File: src/rtl/pulse_ctrl_pkg.sv
// Shared definitions for the pulse instruction path: word geometry, pack FSM
// state encoding and the opcode field position used by bench and software models.
package pulse_ctrl_pkg;

    localparam int INST_WIDTH = 64;
    localparam int HALF_WIDTH = 32;

    localparam int OPCODE_MSB = 63;
    localparam int OPCODE_LSB = 60;

    typedef logic [1:0] pack_state_t;

    localparam pack_state_t ST_LOW  = 2'd0;
    localparam pack_state_t ST_HIGH = 2'd1;
    localparam pack_state_t ST_PUSH = 2'd2;

endpackage

File: src/rtl/release_generator.sv
// One-shot release to the timing controller: fires once on FIFO fill, flush or
// prolonged bus idle after a push, then stays quiet until init.
module release_generator #(
    parameter int IDLE_RELEASE_CYCLES = 1000,
    parameter int IDLE_TIMER_WIDTH    = 24
) (
    input  logic clock,
    input  logic resetn,
    input  logic init,
    input  logic in_low,
    input  logic in_push,
    input  logic fifo_full,
    input  logic flush,
    input  logic handshake,
    input  logic push,
    output logic release_pulse
);

    localparam logic [IDLE_TIMER_WIDTH-1:0] IDLE_LIMIT = IDLE_TIMER_WIDTH'(IDLE_RELEASE_CYCLES);
    localparam logic [IDLE_TIMER_WIDTH-1:0] IDLE_LAST  =
        (IDLE_RELEASE_CYCLES == 0) ? '0 : IDLE_TIMER_WIDTH'(IDLE_RELEASE_CYCLES - 1);

    logic                        released_q, released_d;
    logic                        pushed_q, pushed_d;
    logic [IDLE_TIMER_WIDTH-1:0] timer_q, timer_d;
    logic                        idle, ev_fill, ev_idle, fire;

    // The idle event looks one count ahead so the pulse lands on the Nth idle cycle itself.
    assign idle    = in_low & ~handshake;
    assign ev_fill = in_push & fifo_full;
    assign ev_idle = (IDLE_RELEASE_CYCLES != 0) & pushed_q & idle & (timer_q >= IDLE_LAST);
    assign fire    = (ev_fill | flush | ev_idle) & ~released_q & ~init;

    assign release_pulse = fire & resetn;

    always_comb begin
        timer_d    = timer_q;
        released_d = released_q | fire;
        pushed_d   = pushed_q | push;
        if (init) begin
            timer_d    = '0;
            released_d = 1'b0;
            pushed_d   = 1'b0;
        end else if (!idle) begin
            timer_d = '0;
        end else if (timer_q < IDLE_LIMIT) begin
            timer_d = timer_q + 1'b1;
        end
    end

    always_ff @(posedge clock or negedge resetn) begin
        if (!resetn) begin
            timer_q    <= '0;
            released_q <= 1'b0;
            pushed_q   <= 1'b0;
        end else begin
            timer_q    <= timer_d;
            released_q <= released_d;
            pushed_q   <= pushed_d;
        end
    end

endmodule

File: src/rtl/inst_fifo_writer.sv
// Packs pairs of 32-bit bus writes into 64-bit instruction FIFO words (first
// half in the upper bits), holding a finished word while the FIFO is full.
module inst_fifo_writer
    import pulse_ctrl_pkg::*;
#(
    parameter int BUS_DATA_WIDTH      = 32,
    parameter int IDLE_RELEASE_CYCLES = 1000,
    parameter int IDLE_TIMER_WIDTH    = 24
) (
    input  logic                      clock,
    input  logic                      resetn,
    input  logic                      init,
    input  logic                      bus_wr_valid,
    input  logic [BUS_DATA_WIDTH-1:0] bus_wr_data,
    output logic                      bus_wr_ready,
    input  logic                      flush,
    input  logic                      inst_fifo_full,
    output logic                      inst_fifo_wr_en,
    output logic [INST_WIDTH-1:0]     inst_fifo_wr_data,
    output logic                      pulse_controller_release,
    output logic                      half_pending,
    output logic [31:0]               dbg_push_count,
    output logic [31:0]               dbg_stall_cycles
);

    pack_state_t                state_q, state_d;
    logic [BUS_DATA_WIDTH-1:0]  half_q, half_d;
    logic [INST_WIDTH-1:0]      word_q, word_d;
    logic [31:0]                push_cnt_q, push_cnt_d;
    logic [31:0]                stall_q, stall_d;
    logic                       handshake, push, stall;

    // Ready is forced low while reset is asserted so the bus sees no acceptance.
    assign bus_wr_ready = resetn & ((state_q != ST_PUSH) | ~inst_fifo_full);
    assign handshake    = bus_wr_valid & bus_wr_ready;
    assign push         = (state_q == ST_PUSH) & ~inst_fifo_full & ~init;
    assign stall        = (state_q == ST_PUSH) & inst_fifo_full;

    assign inst_fifo_wr_en   = push;
    assign inst_fifo_wr_data = word_q;
    assign half_pending      = (state_q == ST_HIGH);
    assign dbg_push_count    = push_cnt_q;
    assign dbg_stall_cycles  = stall_q;

    // half_q doubles as the staging register, so word_q is untouched during a push.
    always_comb begin
        state_d    = state_q;
        half_d     = half_q;
        word_d     = word_q;
        push_cnt_d = push_cnt_q + (push ? 32'd1 : 32'd0);
        stall_d    = stall_q + (stall ? 32'd1 : 32'd0);
        if (init) begin
            state_d    = ST_LOW;
            half_d     = '0;
            word_d     = '0;
            push_cnt_d = '0;
            stall_d    = '0;
        end else begin
            case (state_q)
                ST_LOW: begin
                    if (handshake) begin
                        half_d  = bus_wr_data;
                        state_d = ST_HIGH;
                    end
                end
                ST_HIGH: begin
                    if (handshake) begin
                        word_d  = {half_q, bus_wr_data};
                        state_d = ST_PUSH;
                    end
                end
                ST_PUSH: begin
                    if (!inst_fifo_full) begin
                        state_d = handshake ? ST_HIGH : ST_LOW;
                        if (handshake) begin
                            half_d = bus_wr_data;
                        end
                    end
                end
                default: state_d = ST_LOW;
            endcase
        end
    end

    always_ff @(posedge clock or negedge resetn) begin
        if (!resetn) begin
            state_q    <= ST_LOW;
            half_q     <= '0;
            word_q     <= '0;
            push_cnt_q <= '0;
            stall_q    <= '0;
        end else begin
            state_q    <= state_d;
            half_q     <= half_d;
            word_q     <= word_d;
            push_cnt_q <= push_cnt_d;
            stall_q    <= stall_d;
        end
    end

    release_generator #(
        .IDLE_RELEASE_CYCLES(IDLE_RELEASE_CYCLES),
        .IDLE_TIMER_WIDTH   (IDLE_TIMER_WIDTH)
    ) u_release (
        .clock        (clock),
        .resetn       (resetn),
        .init         (init),
        .in_low       (state_q == ST_LOW),
        .in_push      (state_q == ST_PUSH),
        .fifo_full    (inst_fifo_full),
        .flush        (flush),
        .handshake    (handshake),
        .push         (push),
        .release_pulse(pulse_controller_release)
    );

endmodule

File: config.mk
export PLATFORM = sky130hd
export DESIGN_NAME = inst_fifo_writer
export DESIGN_NICKNAME = d
export VERILOG_FILES = /design/src/rtl/pulse_ctrl_pkg.sv /design/src/rtl/release_generator.sv /design/src/rtl/inst_fifo_writer.sv
export SDC_FILE = /design/constraint.sdc
export NUM_CORES = 1
export LEC_CHECK = 0
export CELL_PAD_IN_SITES_DETAIL_PLACEMENT = 0
export CELL_PAD_IN_SITES_GLOBAL_PLACEMENT = 1
export CORE_MARGIN = 2
export CORE_UTILIZATION = 35
export CTS_CLUSTER_DIAMETER = 40
export DETAILED_ROUTE_END_ITERATION = 7
export PLACE_DENSITY_LB_ADDON = 0.15
export SLEW_MARGIN = 20
export SYNTH_ARGS = -nofsm -noshare
export SYNTH_HDL_FRONTEND = slang
export SYNTH_SLANG_ARGS = --single-unit
File: constraint.sdc
create_clock -name clock -period 3 [get_ports clock]
set_clock_uncertainty 0.2 [all_clocks]
set_input_delay 0.3 -clock clock [delete_from_list [all_inputs] [get_ports clock]]
set_output_delay 0.3 -clock clock [all_outputs]
set_load 0.03 [all_outputs]
; ---- Yosys cells after proc, flatten, opt, wreduce, memory -nomap -nowiden
; Cells that the tools add are included.
[totals]
mem_bits_rw = 0
register_bits = 188
mem_bits_ro = 0
n_memories = 0
in_bits = 38
output_inout_bits = 132
elab_cells = 69
latchBits = 0
[op_classes]
magnitude_cmp = 2
bitwise = 20
eq_ne = 7
muxes = 22
n_shift = 0
mul = 0
addsub = 3
n_reduce_logical = 7
div = 0
[ops]
columns = operator, count
row1 = two-way mux 64 bit, 3
row2 = two-way mux 32 bit, 5
row3 = two-way mux 24 bit, 3
row4 = adder 32 x 1 -> 32 bit, 2
row5 = case mux 32 bit (2 select lines), 1
row6 = "adder 24 x 1 -> 24 bit, second input constant", 1
row7 = ">= comparator 24 x 10 -> 1 bit, second input constant", 1
row8 = "< comparator 24 x 10 -> 1 bit, second input constant", 1
row9 = AND 1 bit, 11
row10 = "!= test 3 bit, second input constant", 3
row11 = two-way mux 2 bit, 4
row12 = case mux 2 bit (3 select lines), 1
row13 = two-way mux 1 bit, 5
row14 = bitwise OR 1 bit, 5
row15 = NOT 1 bit, 4
row16 = AND reduction 2 bit, 2
row17 = nonzero test 2 bit, 2
row18 = "!= test 3 x 2 -> 1 bit, second input constant", 1
row19 = AND reduction 3 bit, 1
row20 = nonzero test 3 bit, 1
row21 = "== test 2 x 1 -> 1 bit, second input constant", 1
row22 = "== test 2 bit, second input constant", 1
row23 = logical NOT 2 bit, 1
row24 = "!= test 2 bit, second input constant", 1

; ---- Logic depth before layout (Yosys ltp)
[logic_depth]
ltp_word = 13
mapped_depth = 10
depth_no_buf = 7

; ---- Modules after synthesis
; A second synthesis with hierarchy kept.
[hier_totals]
cells_unflattened = 891
hier_area_um2 = 8450.6
[by_module_without_submodules]
columns = module, cells_each, area_each_um2, seq_area_each_um2, n_inst
row1 = inst_fifo_writer, 781, 7245.7, 4053.9, 1
row2 = release_generator, 110, 1204.9, 650.6, 1

; ---- Worst setup path after synthesis
; No wires, ideal clock.
[synth_timing]
kind = input to register
startpoint = input port init
endpoint = register push_cnt_q[30], in the netlist dbg_push_count[30]
path_buffers = 3
path_stages = 10
required_ns = 2.722
path_slack_ns = -1.089
arrival_time_ns = 3.811
setup_ns = 0.078
path_cell_list = clkbuf_1 > clkbuf_1 > nor4b_1 > ha_1 > ha_1 > nand3_1 > or4_1 > clkbuf_1 > or4_1 > a21oi_1
[synth_via]
elab_chain_len = 5
[synth_lines]
columns = item, line
row1 = from (decl), inst_fifo_writer.sv:12  ; input logic init,
row2 = NOT 1 bit, inst_fifo_writer.sv:36  ; assign push = (state_q == ST_PUSH) & ~inst_fifo_full & ~init;
row3 = AND 1 bit, inst_fifo_writer.sv:36
row4 = via inst_fifo_wr_en, inst_fifo_writer.sv:18  ; output logic inst_fifo_wr_en,
row5 = two-way mux 1 bit, inst_fifo_writer.sv:50  ; push_cnt_d = push_cnt_q + (push ? 32'd1 : 32'd0);
row6 = adder 32 x 1 -> 32 bit, inst_fifo_writer.sv:50
row7 = two-way mux 32 bit, inst_fifo_writer.sv:52  ; if (init) begin
row8 = via push_cnt_d[30], inst_fifo_writer.sv:29  ; logic [31:0] push_cnt_q, push_cnt_d;
row9 = to (signal assigned), inst_fifo_writer.sv:96  ; push_cnt_q <= push_cnt_d;
row10 = to (decl), inst_fifo_writer.sv:29
; The timed path passes the listed nets, and every way through them passes these cells.
; A chain may end at the register's enable or synchronous reset.

; ---- Worst setup path after layout
[layout_timing]
startpoint = register state_q[0]
endpoint = register push_cnt_q[28], in the netlist dbg_push_count[28]
[layout_via]
elab_chain_len = 6
[layout_lines]
columns = item, line
row1 = from (decl), inst_fifo_writer.sv:26  ; pack_state_t state_q, state_d;
row2 = from (signal assigned), inst_fifo_writer.sv:93  ; state_q <= state_d;
row3 = == test 2 bit, inst_fifo_writer.sv:36
row4 = AND 1 bit (2 in a row), inst_fifo_writer.sv:36
row5 = two-way mux 1 bit, inst_fifo_writer.sv:50
row6 = adder 32 x 1 -> 32 bit, inst_fifo_writer.sv:50
row7 = two-way mux 32 bit, inst_fifo_writer.sv:52
row8 = via push_cnt_d[28], inst_fifo_writer.sv:29
; The timed path passes the listed nets, and every way through them passes these cells.

==> flow_metrics.py <==
metrics = {
    "drt": {
        "via_per_inst": 5.00,
        "postRouteAntennaNets": 0,
        "routed_wl_um": 21900,
        "wl_per_cell_um": 16.0,
        "drt_iter0_drc": 354,
        "first_pass_iters": 4,
        "vias": 6863,
        "drc": 0,
    },
    "sta": {
        "final.setup.tns_ns": 0,
        "slew_violations": 0,
        "worst_pin_slew_ns": 0.977,
        "fin_crit_sh": 0.920,
        "maxSlewHeadroom": 0.349,
        "rsz0062_at_grt": "no",
        "period_minus_slack_ns": 2.76,
        "hold_viol_final": 0,
        "final-setup-viol-count": 0,
        "timing.hold.ws_ns": 0.114,
        "fmax_mhz": 362,
    },
    "clocking": {
        "cts-root-buf": "clkbuf_16",
        "cts_made_buffers": 17,
        "clkTransAtPathRegs_ns": 0.08,
        "clkLatencyLatePin_ns": 0.43,
        "cts_buffer_depth": 2,
        "cts_tree": "built",
        "cts_sinks": 188,
        "ctsHtreeMaxLevel": 4,
    },
    "status": {
        "outcome": "complete, no violations",
    },
    "global_route": {
        "met1_usage": 0.263,
        "met2_usage": 0.278,
        "grt_overflow": 0,
        "grt_first_pass_wirelength_um": 35800,
        "busiest_layer": "met2",
        "grt_max_degree": 88,
        "use_met3": 0.0271,
        "antenna_found_initial": 0,
        "grt_usage": 0.180,
        "grt_pass1_vias": 6600,
    },
    "cells_and_area": {
        "area_growth_pct": 32.8,
        "utilization": 0.472,
        "final_common_cell": "nand2_1",
        "final_cell_area_um2": 11000,
        "fin_nets": 1084,
        "n_antenna_cell": 0,
        "layout-drive-gt1-share": 0.0787,
        "fin_cells": 1373,
        "mostFrequentLayoutCells": "216 x nand2_1, 188 x dfrtp_1, 166 x clkdlybuf4s50_1",
    },
    "synthesis": {
        "ys_top_cells_by_area": "dfrtp_1 57%, nand2_1 9.8%, a21oi_1 8.1%",
        "ys_ff_latch": 188,
        "synthesis.area_um2": 8310,
        "yosysSeqAreaShare": 0.566,
        "yosysUniqueCellTypes": 46,
        "synthArstFlopShare": 1.00,
        "syn_nets": 923,
        "ys_warn_count": 0,
        "synth_edf_count": 0,
        "netlist.top_cell.by_area": "dfrtp_1",
        "syn_inst": 880,
        "syn_avg_cell_area_um2": 9.45,
        "synth_top_area_frac": 0.566,
        "ys.flop_type": "dfrtp_1",
    },
    "die": {
        "dieHeight_um": 158,
        "initial_utilization": 0.355,
        "io_pins": 170,
        "die_area_um2": 25000,
        "die_w_um": 158,
        "placementRows": 56,
        "core_um2": 23400,
    },
    "pwr": {
        "power.leakage_nw": 4.42,
        "power_density_nw_per_um2": 469,
        "peakVddDrop_v": 0.000327,
    },
    "worst_hold_path": {
        "hold_class": "in2async",
    },
    "critical_path": {
        "cp-start-kind": "flop",
        "crit_required_ns": 3.14,
        "crit_fanout": 7,
        "crit_type": "reg2reg",
        "endpoint_kind": "flop",
        "crit_arrival_ns": 2.90,
    },
    "run": {
        "maxCapViolCount": 0,
    },
    "place": {
        "gp_congestion": 0.751,
        "dpl_cell_area_um2": 10500,
        "io_buffers": 169,
        "dp.cells": 1340,
        "hpwlAfterDp_um": 14200,
    },
}
flip-flops by register name, summed over array words and instances (netlist names):
register,cells
inst_fifo_wr_data,64
dbg_push_count,32
dbg_stall_cycles,32
half_q,32
u_release.timer_q,24
state_q,2
u_release.pushed_q,1
u_release.released_q,1
power by group:
group / internal (mW) / total, mW / leakage, nW / switching (mW)
sequential: 2.57 / 2.59 / 2.61 / 0.0227
combinational: 0.128 / 0.370 / 1.53 / 0.242
clock: 1.11 / 2.21 / 0.278 / 1.10
kinds of logic after synthesis:
logic type      count (synthesis)  synth area share
simple gates                  403             0.234
compound gates                192             0.131
flops                         188             0.566
buf+inv                        64            0.0315
xor+xnor                       25            0.0263
fa+ha+maj                       5           0.00753
mux                             3           0.00391
critical path: stages (launching register included):
cell	delay, ns
dfrtp_1	0.41
nor4b_4	0.35
ha_2	0.30
ha_4	0.16
nand3_2	0.08
or4_1	0.53
or4_1	0.50
a21oi_1	0.14
cells in the mapped netlist (4+ instances only):
master / instances
o41ai_1: 4
and3_1: 8
and4_1: 9
nand3_1: 25
nor4_1: 7
or4_1: 27
xnor2_1: 7
buf_1: 7
o311ai_0: 5
ha_1: 5
or2_2: 6
xor2_1: 18
or3_1: 11
a21oi_1: 135
and2_1: 16
nor2_1: 35
nand4_1: 20
inv_1: 10
nor2b_1: 7
nand2_1: 216
o21ai_0: 14
o31ai_1: 24
dfrtp_1: 188
nor3_1: 5
clkbuf_1: 43
through the flow:
| stage | setup WS, ns | power, mW |
|---|---|---|
| after floorplan | -0.0789 | 2.82 |
| after global placement | -0.0420 | 3.02 |
| after detailed placement | -0.0928 | 3.02 |
| after CTS | 0.214 | 5.27 |
| after global routing | 0.0771 | 5.41 |
| final | 0.241 | 5.18 |
area by class of cell:
class / instances / area [um^2]
fillers: 2330 / 12400
clock buffers: 17 / 425
repair buffers: 196 / 1920
well taps: 319 / 399
clock inverters: 15 / 150
inverters: 10 / 37.5
multi-input cells: 628 / 3390
flip-flops and latches: 188 / 4700
repair_timing:
action	in CTS	in global routing
hold buffers	1	0
endpoints found under the hold margin	26	0
buffers inserted	0	0
resized for setup	0	0
worst paths after layout:
kind / endpoint / startpoint / depth (start not counted) / slack, ns
max: dbg_push_count[28] / state_q[0] / 7 / 0.24
min reg2reg: u_release.pushed_q / u_release.pushed_q / 1 / 0.28
max reg2reg: dbg_push_count[28] / state_q[0] / 7 / 0.24
min in group clock: u_release.pushed_q / init / 4 / 0.12
max in group asynchronous: half_q[23] / resetn / 4 / 0.96
min: dbg_stall_cycles[10] / resetn / 2 / 0.11
layer usage:
metal  vias up  wire, um
li1       3402         -
met5         -         0
met4         0       329
met1      3308     10800
met3        23       855
met2       130      9970
Power figures use the tool's default switching activity.
